[src/rtl/mem_pkg.sv]
// mem_pkg: size encodings, arbiter FSM states and default starvation limit shared by mem_arbiter
package mem_pkg;
  localparam logic [1:0] WW = 2'b00;
  localparam logic [1:0] WH = 2'b01;
  localparam logic [1:0] WB = 2'b10;
  localparam int STARVE_LIMIT_DEF = 4;
  typedef enum logic {IDLE = 1'b0, ACCESS = 1'b1} state_t;
endpackage

[src/rtl/load_extend.sv]
// load_extend: sign- or zero-extends the byte, half or word at the low end of a memory word
module load_extend import mem_pkg::*; #(
  parameter int DATA_WIDTH = 32
) (
  input  logic [1:0]            i_size,
  input  logic                  i_unsigned,
  input  logic [DATA_WIDTH-1:0] i_word,
  output logic [DATA_WIDTH-1:0] o_data
);
  logic w_bsign, w_hsign;
  always_comb begin
    w_bsign = ~i_unsigned & i_word[7];
    w_hsign = ~i_unsigned & i_word[15];
    o_data = i_size == WW ? i_word :
             i_size == WH ? {{(DATA_WIDTH-16){w_hsign}}, i_word[15:0]} :
                            {{(DATA_WIDTH-8){w_bsign}}, i_word[7:0]};
  end
endmodule

[src/rtl/mem_arbiter.sv]
// mem_arbiter: fetch/data arbiter for one memory port with starvation guard; MEM_ARB_ALIGN_CHECK_EN blocks misaligned accesses and raises Err
module mem_arbiter import mem_pkg::*; #(
  parameter int ADDRESS_WIDTH = 32,
  parameter int DATA_WIDTH    = 32,
  parameter int STARVE_LIMIT  = STARVE_LIMIT_DEF
) (
  input  logic                     CLK,
  input  logic                     RST,
  input  logic                     I_Req,
  input  logic [ADDRESS_WIDTH-1:0] I_Addr,
  output logic                     I_Ack,
  output logic [DATA_WIDTH-1:0]    I_Data,
  input  logic                     D_Req,
  input  logic                     D_WE,
  input  logic [1:0]               D_Size,
  input  logic                     D_Unsigned,
  input  logic [ADDRESS_WIDTH-1:0] D_Addr,
  input  logic [DATA_WIDTH-1:0]    D_WData,
  output logic                     D_Ack,
  output logic [DATA_WIDTH-1:0]    D_RData,
  output logic [ADDRESS_WIDTH-1:0] M_Addr,
  output logic [DATA_WIDTH-1:0]    M_Data,
  output logic                     M_W_EN,
  output logic [1:0]               M_sel,
  input  logic [DATA_WIDTH-1:0]    M_RData,
  output logic                     Err
);
  localparam int CW = $clog2(STARVE_LIMIT + 1);
  state_t r_state, w_next;
  logic [CW-1:0] r_starve;
  logic [ADDRESS_WIDTH-1:0] r_addr;
  logic [DATA_WIDTH-1:0] r_wdata, w_ext;
  logic [1:0] r_size;
  logic r_we, r_uns, r_is_d;
  logic w_idle, w_grant_i, w_grant_d, w_do, w_misalign;

  assign M_Addr = r_addr;
  assign M_Data = r_wdata;
  assign M_sel  = r_size;

  // r_size already holds the normalised size (fetch = word, 11 = byte)
`ifdef MEM_ARB_ALIGN_CHECK_EN
  logic r_err;
  assign w_misalign = r_size == WW ? |r_addr[1:0] : (r_size == WH) & r_addr[0];
  assign Err = r_err;
  always_ff @(posedge CLK) r_err <= RST & (r_state == ACCESS) & w_misalign;
`else
  assign w_misalign = 1'b0;
  assign Err = 1'b0;
`endif

  load_extend #(.DATA_WIDTH(DATA_WIDTH)) u_ext (
    .i_size(r_size),
    .i_unsigned(r_uns),
    .i_word(M_RData),
    .o_data(w_ext)
  );

  always_comb begin
    w_idle = r_state == IDLE;
    w_grant_i = w_idle & I_Req & (~D_Req | (r_starve == CW'(STARVE_LIMIT)));
    w_grant_d = w_idle & D_Req & ~w_grant_i;
    w_next = w_idle & (I_Req | D_Req) ? ACCESS : IDLE;
    w_do = ~w_idle & ~w_misalign;
    M_W_EN = w_do & r_we & RST;
  end

  always_ff @(posedge CLK) r_state <= !RST ? IDLE : w_next;

  always_ff @(posedge CLK) begin
    if (!RST) begin
      r_starve <= '0;
      r_addr <= '0;
      r_wdata <= '0;
      r_size <= '0;
      r_we <= 1'b0;
      r_uns <= 1'b0;
      r_is_d <= 1'b0;
      I_Ack <= 1'b0;
      D_Ack <= 1'b0;
      I_Data <= '0;
      D_RData <= '0;
    end else begin
      I_Ack <= ~w_idle & ~r_is_d;
      D_Ack <= ~w_idle & r_is_d;
      if (w_do & ~r_is_d) I_Data <= M_RData;
      if (w_do & r_is_d & ~r_we) D_RData <= w_ext;
      if (w_idle)
        r_starve <= (w_grant_i | ~I_Req) ? '0 :
                    (w_grant_d & (r_starve != CW'(STARVE_LIMIT))) ? r_starve + 1'b1 : r_starve;
      if (w_grant_i | w_grant_d) begin
        r_addr <= w_grant_d ? D_Addr : I_Addr;
        r_wdata <= w_grant_d ? D_WData : '0;
        r_size <= ~w_grant_d ? WW : D_Size == 2'b11 ? WB : D_Size;
        r_we <= w_grant_d & D_WE;
        r_uns <= D_Unsigned;
        r_is_d <= w_grant_d;
      end
    end
  end
endmodule

[config.mk]
export PLATFORM = sky130hd
export DESIGN_NAME = mem_arbiter
export DESIGN_NICKNAME = d
export VERILOG_FILES = /design/src/rtl/mem_pkg.sv /design/src/rtl/load_extend.sv /design/src/rtl/mem_arbiter.sv
export SDC_FILE = /design/constraint.sdc
export NUM_CORES = 1
export LEC_CHECK = 0
export BUFFER_PORTS_ARGS = -buffer_cell sky130_fd_sc_hd__buf_2
export CAP_MARGIN = 20
export CORE_MARGIN = 5
export CORE_UTILIZATION = 45
export CTS_CLUSTER_SIZE = 40
export DETAILED_ROUTE_END_ITERATION = 10
export GPL_TIMING_DRIVEN = 0
export PLACE_DENSITY = 0.8
export SYNTH_ARGS = -nofsm -noshare
export SYNTH_HDL_FRONTEND = slang
export SYNTH_SLANG_ARGS = --single-unit
[constraint.sdc]
create_clock -name CLK -period 4.8 [get_ports CLK]
set_input_delay 0.48 -clock CLK [delete_from_list [all_inputs] [get_ports CLK]]
set_output_delay 0.48 -clock CLK [all_outputs]
set_load 0.01 [all_outputs]
-- After elaboration in Yosys (flattened, before gate mapping)
Cells that the tools add are included.
- register bits after elaboration: 139
- latch bits: 0
- memory bits (writable): 0
- bits in read-only memories: 0
- word-level logic and storage cells: 54
- memories kept: 0
- add/sub/neg operators: 1
- $mul: 0
- divide/modulo/power cells: 0
- $lt $le $gt $ge: 0
- eq/ne operators: 4
- shift-type cells: 0
- mux-type cells: 9
- bitwise operators: 25
- reduce and logical (&&, ||, !) cells: 3
- operators by type and width (operator ; count):
    32-bit two-way mux ; 4
    1-bit AND ; 14
    1-bit NOT ; 7
    3-bit two-way mux ; 2
    2-bit two-way mux ; 2
    1-bit OR ; 4
    3-bit by 1-bit adder with 3-bit output (second input constant) ; 1
    3-bit == test (second input constant) ; 1
    3-bit inequality test (second input constant) ; 1
    2-bit by 1-bit == test with 1-bit output (second input constant) ; 1
    2-bit == test (second input constant) ; 1
    2-bit zero test ; 1
    2-bit AND reduction ; 1
    2-bit nonzero test ; 1
    1-bit two-way mux ; 1

-- Logic depth before layout (Yosys ltp)
- word-level depth: 8
- mapped depth: 8
- depth with buffers taken out: 5

-- Modules after synthesis
From an unflattened synthesis, not the netlist that was laid out.
- cells, all modules: 661
- area total of the unflattened synthesis: 6025.8 um2
- modules (own cells, without submodules) (module ; instances ; cells an instance ; area an instance (um2)):
    mem_arbiter ; 1 ; 597 ; 5622.9
    load_extend ; 1 ; 64 ; 402.9

-- Worst setup path after synthesis
No wires, ideal clock.
- path kind: reg2reg
- start: register r_starve[0]
- end: register r_addr[10], in the netlist M_Addr[10]
- arrival time: 1517 ps
- slack: 3209 ps
- cell stages (with the launch flop): 9
- path buffers: 3
- period minus slack after synthesis: 1591 ps
- cell sequence: dfxtp_1 -> inv_1 -> ha_1 -> and3_1 -> buf_4 -> or2_1 -> buf_2 -> buf_6 -> o211ai_2
- longest elaborated chain between the ends: 6
- elaborated cells between the ends (all ways): 7
- those cells by class: 1 x eq/ne; 1 x mux; 5 x bitwise
- ends and longest elaborated chain (item ; line ; RTL):
    start, declared ; mem_arbiter.sv:30 ; logic [CW-1:0] r_starve;
    start signal, assigned ; mem_arbiter.sv:89 ; r_starve <= (w_grant_i | ~I_Req) ? '0 :
    3-bit == test * ; mem_arbiter.sv:61 ; w_grant_i = w_idle & I_Req & (~D_Req | (r_starve == CW'(STARVE_LIMIT)));
    1-bit OR * ; mem_arbiter.sv:61 ;
    1-bit AND * ; mem_arbiter.sv:61 ;
    1-bit NOT ; mem_arbiter.sv:62 ; w_grant_d = w_idle & D_Req & ~w_grant_i;
    1-bit AND ; mem_arbiter.sv:62 ;
    32-bit two-way mux or 1-bit OR (tied branches) ; mem_arbiter.sv:92, mem_arbiter.sv:91 ;
    end signal, assigned ; mem_arbiter.sv:92 ; r_addr <= w_grant_d ? D_Addr : I_Addr;
    end, declared ; mem_arbiter.sv:31 ; logic [ADDRESS_WIDTH-1:0] r_addr;
Mark *: on every way between the ends. The rest lies on a longest branch, timed or not.
A chain may end at the register's enable or synchronous reset.

-- Worst setup path after layout
- start: input RST
- end: output M_W_EN
- longest elaborated chain between the ends: 1
- ends and longest elaborated chain (item ; line ; RTL):
    start, declared ; mem_arbiter.sv:8 ; input logic RST,
    1-bit AND ; mem_arbiter.sv:65 ; M_W_EN = w_do & r_we & RST;
    end, declared ; mem_arbiter.sv:23 ; output logic M_W_EN,
No other way between the ends.

==> reports/metrics.cfg <==
[outcome]
outcome = finished clean

[route]
viasPerCell = 5.26
drc = 0
drtPass1Iterations = 5
ant_nets = 0
vias = 5646
wl_um = 17600
wire_per_inst_um = 16.4
drtIter0Drc = 344

[timing]
fin_hold_ws_ps = 266
max_freq_mhz = 520
fin_skew_ps = 8.48
rsz0062_at_grt = no
fin_setup_tns_ps = 0
slew_violations = 0
min_period_ps = 1920
finalWorstSetupSlack_ps = 2880
worst_pin_slew_ps = 752
timing.final.crit_share_pct = 40.1
relSlewSlack_pct = 49.6
setup_violations = 0
hold_viol = 0

[power]
switching_share_pct = 26.2
power.share.combinational_pct = 13.6
power_frac_clock_pct = 44.3
power_leakage_nw = 3.68
seq_power_share_pct = 42.1
intPower_mw = 2.22
powerDensity_nw_per_um2 = 385
total_power_mw = 3.01
irDropWorstVdd_v = 0.000221
p_switching_mw = 0.790

[logic_synthesis]
synthesis.nets = 740
ys_warn_count = 0
post_synth_instance_area_um2 = 5670
synth.distinct_cells = 40
synth.avg_cell_area_um2 = 9.42
synth_cells = 602
yosys_register_bits = 139
ys_seq_area_share_pct = 49.1

[setup_path]
worstSetupPathType = in -> out
r2r_slack_ps = 3040
crit_family = buffers and inverters
cp_max_fo = 10
cp.required_ps = 4320
path_buf_inv = 3
crit_chain = buf_2, clkbuf_1, and3_1, buf_2
cp_slowest_cell = clkbuf_1
end_kind = output port
cp-start-kind = input pin
crit_top_cell = buf_2
cpPeakStageDelay_ps = 440
critPathArrivalTime_ps = 1440

[clock_network]
postCtsHoldBufs = 0
clock_latency_ps = 420
cts_made_buffers = 17
cts_sinks = 139
cts_root_buf = clkbuf_16
cts_tree = built
htreeDepth = 4
post_cts_resized = 0
post_cts.repair.setup_buffers = 0
cts_buffer_depth = 2
clk_pin_slew_ps = 60

[global_routing]
grtUsageTotal_pct = 22.7
grt_pass1_vias = 5403
use_met1_pct = 27.0
grt_start_max_net_pins = 17
grt_pass1_wl_um = 26800
top_usage_layer = met2
grt_antenna_before_repair = 1
met3_usage_pct = 6.54
grt-ovfl-total = 0
met2_usage_pct = 39.5

[floorplanning]
ios = 270
initial_core_util_pct = 45.5
die_h_um = 122
dieArea_um2 = 14900
die_w_um = 122
core_um2 = 12500
rows = 41

[flow_run]
cap_violations = 0

[placement]
port-buffer-count = 268
pre_cts_ws_ps = 2810
place.gp.congestion = 0.850
hpwl_um = 13300

[finish]
drive_above_1_share_pct = 39.5
syn2layout_area_growth_pct = 38.1
finalNetCount = 1027

[min_path]
hold_path.class = in -> reg

-- cell families after synthesis --
kind of cell / count (synthesis) / synth area share, %
and+or+nand+nor: 195 / 15.9
buffers and inverters: 69 / 6.05
other: 1 / 0.0662
adders and majority gates: 2 / 0.441
DFF: 139 / 49.1
AOI/OAI and AO/OA: 196 / 28.4
-- through the flow --
stage               instances  util, %  instance area, um2
CTS                      1073     62.8                7820
floorplan                 602        -                5670
finish                   1074     62.8                7830
detailed placement       1042     58.0                7220
global route             1074     62.8                7830
global placement         1042     58.0                7220
-- synth_stat cells, drive strengths merged --
library cell / number / area (um2)
nor4bb: 1 / 10.0
nand2b: 10 / 62.6
inv: 5 / 18.8
o211ai: 32 / 390
a41oi: 1 / 8.76
nor2b: 3 / 18.8
o21bai: 1 / 11.3
and3b: 2 / 17.5
ha: 2 / 25.0
conb: 1 / 3.75
o21ai: 24 / 120
dfxtp: 139 / 2780
a22o: 35 / 307
or4b: 1 / 10.0
buf: 29 / 193
a31oi: 1 / 6.26
or2: 2 / 12.5
nor2: 1 / 3.75
o2111ai: 32 / 280
and2: 3 / 18.8
a311oi: 1 / 26.3
a21o: 1 / 7.51
nand3b: 2 / 18.8
a21oi: 24 / 120
a21boi: 42 / 315
a32o: 1 / 10.0
clkbuf: 35 / 131
and3: 3 / 18.8
nand4: 1 / 6.26
nand3: 65 / 325
nand2: 101 / 379
o32ai: 1 / 8.76
-- area by class of cell --
| class | count | area [um2] |
|---|---|---|
| Antenna cell | 1 | 2.50 |
| Fill cell | 1092 | 4640 |
| Multi-Input combinational cell | 394 | 2540 |
| Inverter | 5 | 18.8 |
| Timing Repair Buffer | 268 | 1340 |
| Clock buffer | 18 | 429 |
| Buffer | 64 | 324 |
| Sequential cell | 139 | 2780 |
| Tap cell | 172 | 215 |
| Clock inverter | 13 | 170 |
-- worst paths after layout --
path | from | endpoint | cells after the start
worst min-delay path | D_WData[7] | M_Data[7] | 2
worst max-delay path | RST | M_W_EN | 4
worst min register to register | I_Data[24] | I_Data[24] | 2
worst max register to register | r_starve[0] | M_Addr[22] | 7
-- power by group through the flow --
stage                     Clock, mW  Sequential [mW]  Combinational, mW
final                          1.33             1.27              0.409
after floorplan                   0             1.32              0.189
after detailed placement          0             1.29              0.408
after global routing           1.41             1.27              0.447
after global placement            0             1.29              0.403
after CTS                      1.35             1.27              0.411
-- layout by cell type (no fill, tap or decap), drive strengths merged --
cell	synthesis	routed
diode	0	1
clkbuf	35	53
clkinv	0	3
and3	3	3
or2	2	2
nor4bb	1	1
nand4	1	1
a32o	1	1
nand3	65	65
clkinvlp	0	5
and2	3	3
ha	2	2
buf	29	297
nand3b	2	2
a21o	1	1
nor2b	3	3
a21oi	24	24
o2111ai	32	32
nor2	1	1
conb	1	1
o21bai	1	1
nand2b	10	10
a41oi	1	1
a21boi	42	42
o21ai	24	24
nand2	101	101
a311oi	1	1
dfxtp	139	139
a31oi	1	1
and3b	2	2
a22o	35	35
bufinv	0	3
o32ai	1	1
inv	5	7
o211ai	32	32
or4b	1	1
-- flip-flops by register name (all words and copies together), names as in the netlist --
register / count
D_RData: 32
r_uns: 1
I_Ack: 1
r_is_d: 1
r_starve: 3
M_Addr: 32
r_state: 1
r_we: 1
M_Data: 32
D_Ack: 1
I_Data: 32
M_sel: 2
-- worst reg2reg max path, delay by kind of cell, from the launching register on --
kind | cells | cell delay [ps]
compound gates | 2 | 460
fa+ha+maj | 1 | 210
buf+inv | 3 | 430
flops | 1 | 360
simple gates | 1 | 180
-- routing by layer --
metal | up-vias | wire (um)
met5 | - | 0
met4 | 0 | 225
met3 | 21 | 1440
met2 | 234 | 8770
met1 | 2634 | 7180
li1 | 2757 | -
(Power assumes the default switching activity.)
